### config.mk
export PLATFORM = sky130hd
export DESIGN_NAME = instr_fetch_unit
export DESIGN_NICKNAME = d
export VERILOG_FILES = /design/src/rtl/instr_fetch_unit.sv
export SDC_FILE = /design/constraint.sdc
export NUM_CORES = 2
export LEC_CHECK = 0
export CORE_AREA = 2 2 416 418
export CTS_CLUSTER_DIAMETER = 30
export DETAILED_ROUTE_END_ITERATION = 10
export DIE_AREA = 0 0 418 420
export HOLD_SLACK_MARGIN = 0.02
export PLACE_DENSITY = 0.86
export SYNTH_ARGS = -nofsm -noshare
export SYNTH_HDL_FRONTEND = slang
export SYNTH_SLANG_ARGS = --single-unit
### constraint.sdc
create_clock -name clk -period 3.3 [get_ports clk]
set_input_delay 0.825 -clock clk [delete_from_list [all_inputs] [get_ports clk]]
set_output_delay 0.825 -clock clk [all_outputs]
set_load 0.05 [all_outputs]
### src/rtl/instr_fetch_unit.sv
// instr_fetch_unit: streams a contiguous block of instruction rows from a
// synchronous instruction memory into a small prefetch FIFO and presents the
// FIFO head to the reader.
//
// Handshake (reader side): a row moves on every rising edge where
// fifo_2_reader_vld and reader_2_fifo_rdy are both high. vld never depends on
// rdy, and the head row is held stable while vld is high and rdy is low.
// Memory side: mem_rd_data belongs to the mem_rd_en of the previous cycle.
module instr_fetch_unit #(
    parameter int WORD_LEN         = 32,
    parameter int INSTR_FIFO_WIDTH = 16,
    parameter int MEM_DEPTH        = 1024,
    parameter int FIFO_DEPTH       = 4,
    localparam int AW              = $clog2(MEM_DEPTH)
) (
    input  logic                                          clk,
    input  logic                                          rst,
    input  logic                                          start,
    input  logic [AW-1:0]                                 base_addr,
    input  logic [AW:0]                                   n_rows,
    output logic                                          busy,
    output logic                                          done,
    output logic                                          mem_rd_en,
    output logic [AW-1:0]                                 mem_rd_addr,
    input  logic [0:INSTR_FIFO_WIDTH-1][0:WORD_LEN-1]     mem_rd_data,
    output logic [0:INSTR_FIFO_WIDTH-1][0:WORD_LEN-1]     instr_from_fifo,
    output logic                                          fifo_2_reader_vld,
    input  logic                                          reader_2_fifo_rdy,
    output logic [1:0]                                    dbg_state
);

    localparam int PW = $clog2(FIFO_DEPTH);
    localparam int CW = PW + 1;

    typedef logic [0:INSTR_FIFO_WIDTH-1][0:WORD_LEN-1] row_t;
    typedef enum logic [1:0] {
        S_IDLE  = 2'd0,
        S_FETCH = 2'd1,
        S_DRAIN = 2'd2
    } state_t;

    state_t          state_q, state_d;
    logic [AW-1:0]   rd_ptr_q, rd_ptr_d;
    logic [AW:0]     issue_left_q, issue_left_d;
    logic [AW:0]     deliver_left_q, deliver_left_d;
    logic            busy_q, busy_d;
    logic            done_q, done_d;
    logic            inflight_q;
    logic [CW-1:0]   count_q, count_d;
    logic [PW-1:0]   wr_ptr_q, head_q;
    row_t            fifo_q [FIFO_DEPTH];

    logic [CW:0]     occupancy;
    logic            credit_ok;
    logic            rd_issue;
    logic            push;
    logic            pop;

    // Credit check: rows already stored plus the one in flight must leave a slot
    always_comb begin
        occupancy = {1'b0, count_q} + {{CW{1'b0}}, inflight_q};
        credit_ok = occupancy < (CW+1)'(FIFO_DEPTH);
        rd_issue  = (state_q == S_FETCH) && (issue_left_q != '0) && credit_ok;
        push      = inflight_q;
        pop       = (count_q != '0) && reader_2_fifo_rdy;
    end

    // Next-state and block-progress counters
    always_comb begin
        state_d        = state_q;
        rd_ptr_d       = rd_ptr_q;
        issue_left_d   = issue_left_q;
        deliver_left_d = deliver_left_q;
        if (pop) begin
            deliver_left_d = deliver_left_q - (AW+1)'(1);
        end
        unique case (state_q)
            S_IDLE: begin
                if (start) begin
                    state_d        = S_FETCH;
                    rd_ptr_d       = base_addr;
                    issue_left_d   = n_rows;
                    deliver_left_d = n_rows;
                end
            end
            S_FETCH: begin
                if (rd_issue) begin
                    rd_ptr_d     = rd_ptr_q + AW'(1);
                    issue_left_d = issue_left_q - (AW+1)'(1);
                end
                if (issue_left_d == '0) begin
                    state_d = S_DRAIN;
                end
            end
            S_DRAIN: begin
                if (deliver_left_q == '0) begin
                    state_d = S_IDLE;
                end
            end
            default: state_d = S_IDLE;
        endcase
        // done is high in the DRAIN cycle that decides the return to IDLE;
        // busy drops in that same cycle.
        busy_d = (state_d == S_FETCH) || ((state_d == S_DRAIN) && (deliver_left_d != '0));
        done_d = (state_d == S_DRAIN) && (deliver_left_d == '0);
    end

    // FIFO occupancy: simultaneous push and pop leaves the count unchanged
    always_comb begin
        count_d = count_q;
        unique case ({push, pop})
            2'b10:   count_d = count_q + CW'(1);
            2'b01:   count_d = count_q - CW'(1);
            default: count_d = count_q;
        endcase
    end

    // Control FSM, read pointer, counters and registered status outputs
    always_ff @(posedge clk or negedge rst) begin
        if (!rst) begin
            state_q        <= S_IDLE;
            rd_ptr_q       <= '0;
            issue_left_q   <= '0;
            deliver_left_q <= '0;
            busy_q         <= 1'b0;
            done_q         <= 1'b0;
            inflight_q     <= 1'b0;
            count_q        <= '0;
            wr_ptr_q       <= '0;
            head_q         <= '0;
        end else begin
            state_q        <= state_d;
            rd_ptr_q       <= rd_ptr_d;
            issue_left_q   <= issue_left_d;
            deliver_left_q <= deliver_left_d;
            busy_q         <= busy_d;
            done_q         <= done_d;
            inflight_q     <= rd_issue;
            count_q        <= count_d;
            if (push) begin
                wr_ptr_q <= wr_ptr_q + PW'(1);
            end
            if (pop) begin
                head_q <= head_q + PW'(1);
            end
        end
    end

    // Row storage; returning data is written unconditionally, credits guarantee space
    always_ff @(posedge clk or negedge rst) begin
        if (!rst) begin
            for (int i = 0; i < FIFO_DEPTH; i++) begin
                fifo_q[i] <= '0;
            end
        end else if (push) begin
            fifo_q[wr_ptr_q] <= mem_rd_data;
        end
    end

    assign busy              = busy_q;
    assign done              = done_q;
    assign mem_rd_en         = rd_issue;
    assign mem_rd_addr       = rd_ptr_q;
    assign instr_from_fifo   = fifo_q[head_q];
    assign fifo_2_reader_vld = (count_q != '0);
    assign dbg_state         = state_q;

    a_no_push_full: assert property (@(posedge clk) disable iff (!rst)
        !(push && (count_q == CW'(FIFO_DEPTH))));
    a_no_pop_empty: assert property (@(posedge clk) disable iff (!rst)
        !(pop && (count_q == '0)));

endmodule

==> run metrics <==
status=finished with violations; violated checks=setup timing; Root Driver=clkbuf_16; RSZ-0062 raised after global routing=yes; RePlAce Congestion=0.914; slowest stage delay, CP=630 ps; crit-path cells=buf_4 -> buf_8 -> buf_16 -> mux4_2 -> buf_4; Fin Setup TNS=-127,560 ps; die width=418 um; Std-Cell Rows=152; drt initial violations=4,806; pin count of the biggest net entering global routing=96; synthesis-to-layout area growth=35.9%; Final setup viols=512; Mean Syn Cell Area=17.1 um^2; Worst EP arrival=2850 ps; vias in the first global route=62,697; Ports=1,065; crit path launch type=flip-flop; final hold vios=0; Yosys reg bits=2,092; DR vias/cell=6.29; WL final=304,000 um; clock skew=97.3 ps; hpwl dp=168,000 um; final net count=7,243; worst skew pair latency=980 ps; Slew Viols, Final=0; total gr overflow=0; Worst Path Class, Setup=flip-flop to output port; Unique masters post-synth=52; routed vias=58,882; CP most frequent cell=buf_4; Seq/Total Area, Yosys=58.3%; Netlist Area Pre-Place=0.0898 mm^2; CP Max Fanout=7; die area=0.176 mm^2; number of enable flip-flop cells after synthesis=0; min Tclk post-route=3670 ps; largest family of logic cells by synthesized area=multiplexers; Post-synth top flop=dfrtp_1; clock sinks=2,092; layout cells sized above 1=58.9%; post-synthesis adder-cell area fraction=0.134%; count of antenna-violating nets left after detailed routing=0; die height=420 um; Critical-path top delay cell=mux4_2; number of remaining DRC errors=0; Synth Area in Simple Gates=0.584%; Clock transition at path regs=40 ps; Hold WC Path Type=flip-flop to flip-flop; headroom to the max-slew limit=39.5%; Mapped Cells=5,248; FILL cells=9,116; final worst path period share=111%; XOR/XNOR Fraction of Synth Area=0.185%; H-tree Lvls=5; initial antenna violation count=108; CTS max path bufs=4; Syn. warnings=0; Synthesized Nets=5,794; Core Area=0.171 mm^2; most frequent cells in the layout=dfrtp_1 (2,086), mux2_2 (2,049), clkdlybuf4s50_1 (548); WL/cell=32.5 um; Synth Area in Compound Gates=0.662%; Synth async-reset ratio=100%; total track usage=30.6%; fin cells=9,362; post-synthesis mux area share=38.6%; most common cell after layout, fill and taps aside=dfrtp_1; port buffer count=1,064; fmax=272 MHz; CP required=2470 ps; CTS tree=done; Worst-Margin Slew=908 ps; number of instances in the placed design=8,402; Critical Path End Type=output port; Max Cap Viol=0; first-pass GRT wire length=405,000 um; DRT Pass-1 Iters=8; cts bufs inserted=431; initial core utilization=52.5%; final worst setup slack=-373 ps
==> synth_stat cells, drive strengths merged (2+ instances only) <==
cell type  number  share of area, %
nor3           12             0.067
or2             3             0.021
xnor2          13              0.13
or4             4             0.038
nor2           19             0.082
mux4          512                13
nor4            6             0.056
clkbuf        252               1.1
nand3           8             0.045
nand2          33              0.14
buf           101              0.43
nor2b           2             0.014
o21ai          22              0.13
nor3b           2             0.017
a21oi          29              0.16
a211o           2             0.020
o22a            8             0.078
mux2i           3             0.033
a31oi           2             0.014
o32ai           4             0.039
dfrtp        2092                58
nand3b          3             0.025
mux2         2049                26
inv            16             0.067
or3             5             0.035
xor2            6             0.059
o22ai          15              0.10
ha              8              0.11
o31ai           3             0.040
nand4           2             0.014
==> metrics by stage <==
stage	worst slack (ps)	util [%]	cell area, um^2	hold slack [ps]
after floorplan	372	-	89800	474
after global placement	40.5	60.5	103000	481
after detailed placement	53.4	60.5	103000	487
after CTS	-426	69.5	119000	444
after global routing	-421	71.4	122000	498
final	-373	71.4	122000	495
==> flip-flops by register name (all words and copies together) (netlist names), 2 cells and up <==
register        count
fifo_q           2048
deliver_left_q     11
issue_left_q       11
mem_rd_addr        10
count_q             3
dbg_state           2
head_q              2
wr_ptr_q            2
==> cell type report <==
cell class | instances | area [um^2] | area share, %
Antenna cell | 86 | 215 | 0.176
Timing Repair Buffer | 1369 | 15300 | 12.6
Clock buffer | 542 | 12000 | 9.80
Inverter | 17 | 68.8 | 0.0564
Multi-Input combinational cell | 2786 | 36100 | 29.6
Tap cell | 2233 | 2790 | 2.29
Clock inverter | 237 | 3210 | 2.63
Sequential cell | 2092 | 52400 | 42.9
==> metal layers <==
| layer | share of wire [%] | GRT usage [%] | vias to the layer above |
|---|---|---|---|
| met5 | 0.12 | 0 | - |
| met4 | 8.6 | 21.8 | 56 |
| met3 | 9.0 | 9.40 | 1311 |
| met2 | 49 | 49.1 | 3305 |
| met1 | 34 | 35.0 | 31233 |
| li1 | - | - | 22977 |
==> worst max-delay path, delay by kind of cell (launching register included) <==
family | cells | cell delay (ps)
DFF | 1 | 440
muxes | 1 | 630
buffers and inverters | 4 | 830
==> cell families (layout without fill, tap and decap cells) <==
group / count (synthesis) / in the layout
xor gates and xnor gates: 19 / 19
adders and majority gates: 9 / 9
muxes: 2564 / 2564
buffers and inverters: 370 / 2165
AOI/OAI and AO/OA: 91 / 91
and+or+nand+nor: 103 / 103
DFF: 2092 / 2092
other: 0 / 86
==> repair_timing <==
item                                   CTS  global route
resized for setup                       22           417
setup endpoints to repair              510           511
setup buffers                            0            34
cloned                                   4            56
endpoints found under the hold margin   62             0
hold buffers                             1             0
pin swaps                                1             1
==> final timing paths <==
kind / startpoint / end / slack [ps] / cells past startpoint
max: head_q[0] / instr_from_fifo[10] / -370 / 5
min: fifo_q[457] / fifo_q[457] / 490 / 1
max reg2reg: deliver_left_q[3] / busy / 550 / 7
min reg2reg: fifo_q[457] / fifo_q[457] / 490 / 1
max in group asynchronous: rst / fifo_q[302] / 1700 / 3
min in group asynchronous: rst / fifo_q[330] / 590 / 2
Power is not shown: default switching activity piles up to over one toggle a cycle in this logic, so the estimate is an artifact.
